**config.mk**
```make
export PLATFORM = sky130hd
export DESIGN_NAME = serial_adder
export DESIGN_NICKNAME = d
export VERILOG_FILES = /design/src/rtl/serial_adder.sv
export SDC_FILE = /design/constraint.sdc
export NUM_CORES = 1
export LEC_CHECK = 0
export CELL_PAD_IN_SITES_DETAIL_PLACEMENT = 2
export CELL_PAD_IN_SITES_GLOBAL_PLACEMENT = 2
export CORE_MARGIN = 2
export CORE_UTILIZATION = 27
export DETAILED_ROUTE_END_ITERATION = 12
export GPL_ROUTABILITY_DRIVEN = 0
export HOLD_SLACK_MARGIN = 0.06
export PLACE_DENSITY_LB_ADDON = 0.1
export SLEW_MARGIN = 25
export SYNTH_ARGS = -nofsm -noshare
export SYNTH_HDL_FRONTEND = slang
export SYNTH_SLANG_ARGS = --single-unit
```
**constraint.sdc**
```tcl
create_clock -name clk -period 1.5 [get_ports clk]
set_clock_uncertainty 0.15 [all_clocks]
set_input_delay 0.45 -clock clk [delete_from_list [all_inputs] [get_ports clk]]
set_output_delay 0.45 -clock clk [all_outputs]
set_load 0.02 [all_outputs]
```
**src/rtl/serial_adder.sv**
```systemverilog
// Bit-serial adder: LSB-first ripple through one full-adder slice per clock.
// Optional subtract support is enabled with the SERIAL_ADDER_SUB_EN macro.
module serial_adder #(
    parameter int WIDTH = 8
) (
    input  logic             clk,
    input  logic             rst_n,
    input  logic             start,
    input  logic [WIDTH-1:0] A,
    input  logic [WIDTH-1:0] B,
    input  logic             Cin,
`ifdef SERIAL_ADDER_SUB_EN
    input  logic             sub,
`endif
    output logic [WIDTH-1:0] S,
    output logic             C,
    output logic             V,
    output logic             busy,
    output logic             done
);

    localparam int CW = (WIDTH > 1) ? $clog2(WIDTH) : 1;
    localparam logic [CW-1:0] LAST = CW'(WIDTH - 1);

    typedef enum logic [1:0] {
        IDLE,
        ADD,
        DONE
    } state_t;

    state_t          state, state_nx;
    logic [CW-1:0]   cnt;
    logic [WIDTH-1:0] a_q, b_q;
    logic            cy;
    logic            accept;
    logic            last;
    logic            sum_bit;
    logic            cout;
    logic [WIDTH-1:0] b_eff;
    logic            cin_eff;

`ifdef SERIAL_ADDER_SUB_EN
    // Subtraction is A + ~B + 1, so the forced carry-in replaces Cin.
    assign b_eff   = sub ? ~B : B;
    assign cin_eff = sub ? 1'b1 : Cin;
`else
    assign b_eff   = B;
    assign cin_eff = Cin;
`endif

    always_ff @(posedge clk or negedge rst_n) begin
        if (!rst_n) state <= IDLE;
        else        state <= state_nx;
    end

    always_comb begin
        state_nx = state;
        accept   = 1'b0;
        busy     = (state == ADD);
        done     = (state == DONE);
        last     = (cnt == LAST);
        sum_bit  = a_q[0] ^ b_q[0] ^ cy;
        cout     = (a_q[0] & b_q[0]) | (cy & (a_q[0] ^ b_q[0]));
        case (state)
            IDLE: begin
                if (start) begin
                    state_nx = ADD;
                    accept   = 1'b1;
                end
            end
            ADD: begin
                if (last) state_nx = DONE;
            end
            DONE: begin
                if (start) begin
                    state_nx = ADD;
                    accept   = 1'b1;
                end else begin
                    state_nx = IDLE;
                end
            end
            default: state_nx = IDLE;
        endcase
    end

    // Operands and S shift right each step so the slice always works on bit 0
    // and the finished sum lands in order after WIDTH steps.
    always_ff @(posedge clk or negedge rst_n) begin
        if (!rst_n) begin
            a_q <= '0;
            b_q <= '0;
            cy  <= 1'b0;
            cnt <= '0;
            S   <= '0;
            C   <= 1'b0;
            V   <= 1'b0;
        end else if (accept) begin
            a_q <= A;
            b_q <= b_eff;
            cy  <= cin_eff;
            cnt <= '0;
        end else if (state == ADD) begin
            a_q <= a_q >> 1;
            b_q <= b_q >> 1;
            S   <= {sum_bit, S[WIDTH-1:1]};
            cy  <= cout;
            cnt <= cnt + CW'(1);
            if (last) begin
                C <= cout;
                V <= cy ^ cout;
            end
        end
    end

endmodule
```
==> results.py <==
metrics = {
    "sta": {
        "fin_crit_ps": 1640,
        "min_period_over_period": 1.10,
        "hold_viol": 0,
        "setup_ws_ps": -143,
        "rsz0062_at_grt": "yes",
        "relSlewSlack": 0.773,
        "tightest_slew_ps": 340,
        "holdWs_ps": 343,
        "setup_viol": 10,
        "max_clock_freq_mhz": 609,
        "slew_violations": 0,
    },
    "worst_setup_path": {
        "critPathMaxFanout": 4,
        "crit_family": "flip-flops",
        "endpoint_kind": "output port",
        "cp-startpoint": "state[1]",
        "worstRegToRegCells": 6,
        "r2r-start": "state[1]",
        "r2r-end": "C",
        "crit_required_ps": 900,
        "crit_type": "flop to output port",
        "worst-path-buf-inv": 2,
        "rrSetupSlack_ps": -110,
        "start_kind": "flop",
        "critPathSlowestCell": "dfrtp_1",
        "slowest_delay_ps": 400,
        "cp_cell_sequence": "nand2b_4 -> clkinv_4 -> buf_6",
        "cp.arrival_ps": 1040,
    },
    "die": {
        "start_util": 0.279,
        "chipHeight_um": 76.5,
        "core_mm2": 0.00507,
        "die_w_um": 76.5,
        "core.rowCount": 26,
        "die_area_mm2": 0.00585,
        "design.portCount": 32,
    },
    "route": {
        "routed_wl_um": 4870,
        "drcViolationCount": 0,
        "via_count": 1289,
        "dr.first_iter.drc_count": 34,
        "postRouteAntennaNets": 0,
        "routed_via_density": 4.69,
        "dr.pass1.iters": 4,
        "post_drt_wl_per_cell_um": 17.7,
    },
    "status": {
        "status": "complete, but fails checks",
        "violations": "negative setup slack",
    },
    "cts": {
        "cts_buffer_depth": 2,
        "cts_hold_buf": 0,
        "cts_tree": "done",
        "clock_latency_ps": 290,
        "cts_buffers": 5,
        "root_buffer": "clkbuf_8",
        "clkTransAtPathRegs_ps": 70,
        "htreeDepth": 2,
        "clock-sinks": 32,
    },
    "yosys": {
        "yosysWarnings": 0,
        "synth_ff_type": "dfrtp_1",
        "async_flop_share": 1.00,
        "synth.most_common_cell": "dfrtp_1",
        "ys_ff_latch": 32,
        "synth_edf_count": 0,
        "synth_fp_nets": 161,
        "synth_area_leaders": "dfrtp_1 (56%), nand2_1 (6.4%), o22ai_1 (5.3%)",
        "synth_cell_type_count": 25,
        "syn_inst": 138,
        "synthTopCellsByCount": "dfrtp_1 (32), nand2_1 (24), nor2_1 (14)",
        "synth_top_cell_by_area": "dfrtp_1",
        "synth-seq-area-share": 0.565,
        "yosysTopAreaCellShare": 0.565,
        "postSynthAreaPerCell_um2": 10.3,
        "netlist_area_mm2": 0.00142,
    },
    "power_and_ir_drop": {
        "power_density_mw_per_mm2": 2240,
        "ir_drop_v": 0.00103,
        "p_leak_nw": 1.07,
    },
    "placement": {
        "dp_hpwl_um": 2830,
        "portBuffers": 31,
        "post-place-ws_ps": -332,
    },
    "min_path": {
        "min_from": "S[0]",
        "worstHoldPathType": "flop to flop",
        "min_path_cells": 2,
        "min_to": "S[0]",
    },
    "global_routing": {
        "grt_max_degree": 33,
        "grt.overflow.total": 0,
        "grt_pass1_vias": 1400,
        "grt_usage": 0.154,
        "antenna_found_initial": 0,
        "grt_first_pass_wirelength_um": 6890,
    },
    "final_layout": {
        "fin_nets": 227,
        "syn2layout_area_growth_pct": 70.6,
        "num_antenna_cells": 0,
        "drive_gt1_frac": 0.459,
    },
    "run": {
        "maxCapViolCount": 0,
    },
}
metrics by stage:
| stage | std cells | total power (W) | TNS [ps] | util | area, um^2 |
|---|---|---|---|---|---|
| floorplan | 138 | 0.00286 | -29.9 | - | 1440 |
| global placement | 252 | 0.00366 | -5790 | 0.385 | 1950 |
| detailed placement | 252 | 0.00379 | -6530 | 0.385 | 1950 |
| CTS | 262 | 0.00459 | -512 | 0.413 | 2100 |
| global route | 275 | 0.00584 | -1490 | 0.477 | 2420 |
| finish | 275 | 0.00541 | -471 | 0.477 | 2420 |
worst min-delay path: stages, from the launching register on:
cell and delay [ps]:
dfrtp_1 350, nand2_1 50, nand2_1 60
cell usage in the layout, fill, tap and decap left out, types with 2 or more instances in the layout:
cell and count:
nand2b_4 2, clkbuf_1 2, o22ai_2 10, nor3_4 5
nor2b_1 3, clkbuf_16 2, clkdlybuf4s50_1 18, nor3_2 6
buf_6 10, buf_8 3, a21oi_1 5, nand2_1 24
buf_12 2, a22o_1 4, nor2_1 13, clkbuf_8 6
mux2i_1 3, mux2_4 2, dfrtp_1 31, buf_4 23
a211oi_1 2, buf_2 10
layout make-up:
type | count | area [um^2]
flip-flops and latches | 32 | 802
multi-input cells | 95 | 771
clock buffers | 8 | 90.1
well taps | 70 | 87.6
repair buffers | 69 | 659
inverters | 1 | 8.76
fillers | 531 | 2660
routing by layer:
metal,vias up,GRT usage,wire (um),part of all wire
met5,-,0,0,0
met4,0,0.0709,81,0.017
met3,6,0.0391,137,0.028
met2,23,0.273,2720,0.56
met1,656,0.172,1930,0.40
li1,604,-,-,-
worst max path at each step:
stage	end	slack [ps]	cells after the start
final	busy	-140	3
after global routing	busy	-210	3
after CTS	busy	-150	3
after detailed placement	a_q[0]	-330	5
after global placement	done	-310	2
after floorplan	busy	-20	5
cells by family (layout without fill, tap and decap cells):
family	Yosys count	count (layout)	synth area share
xor gates and xnor gates	1	1	0.00618
adders and majority gates	3	3	0.0318
buffers and inverters	11	78	0.0468
AOI/OAI and AO/OA	26	26	0.118
DFF	32	32	0.565
muxes	6	6	0.0477
and+or+nand+nor	59	59	0.184
registers in the layout, indices dropped and copies added (netlist names):
signal and flops:
S 8, a_q 8, b_q 8, cnt 3, state 2, C 1, V 1, cy 1
report_power, final:
group          total, W  internal, W  switching [W]
registers       0.00164      0.00128       0.000366
logic           0.00307      0.00162        0.00145
clock network  0.000695     0.000374       0.000321
what timing repair did:
item,in CTS,in global routing
setup buffers,2,12
endpoints found under the hold margin,0,0
setup endpoints to repair,16,20
gates cloned,0,3
pin swaps,5,6
resized for setup,71,39
(Power assumes the default switching activity.)
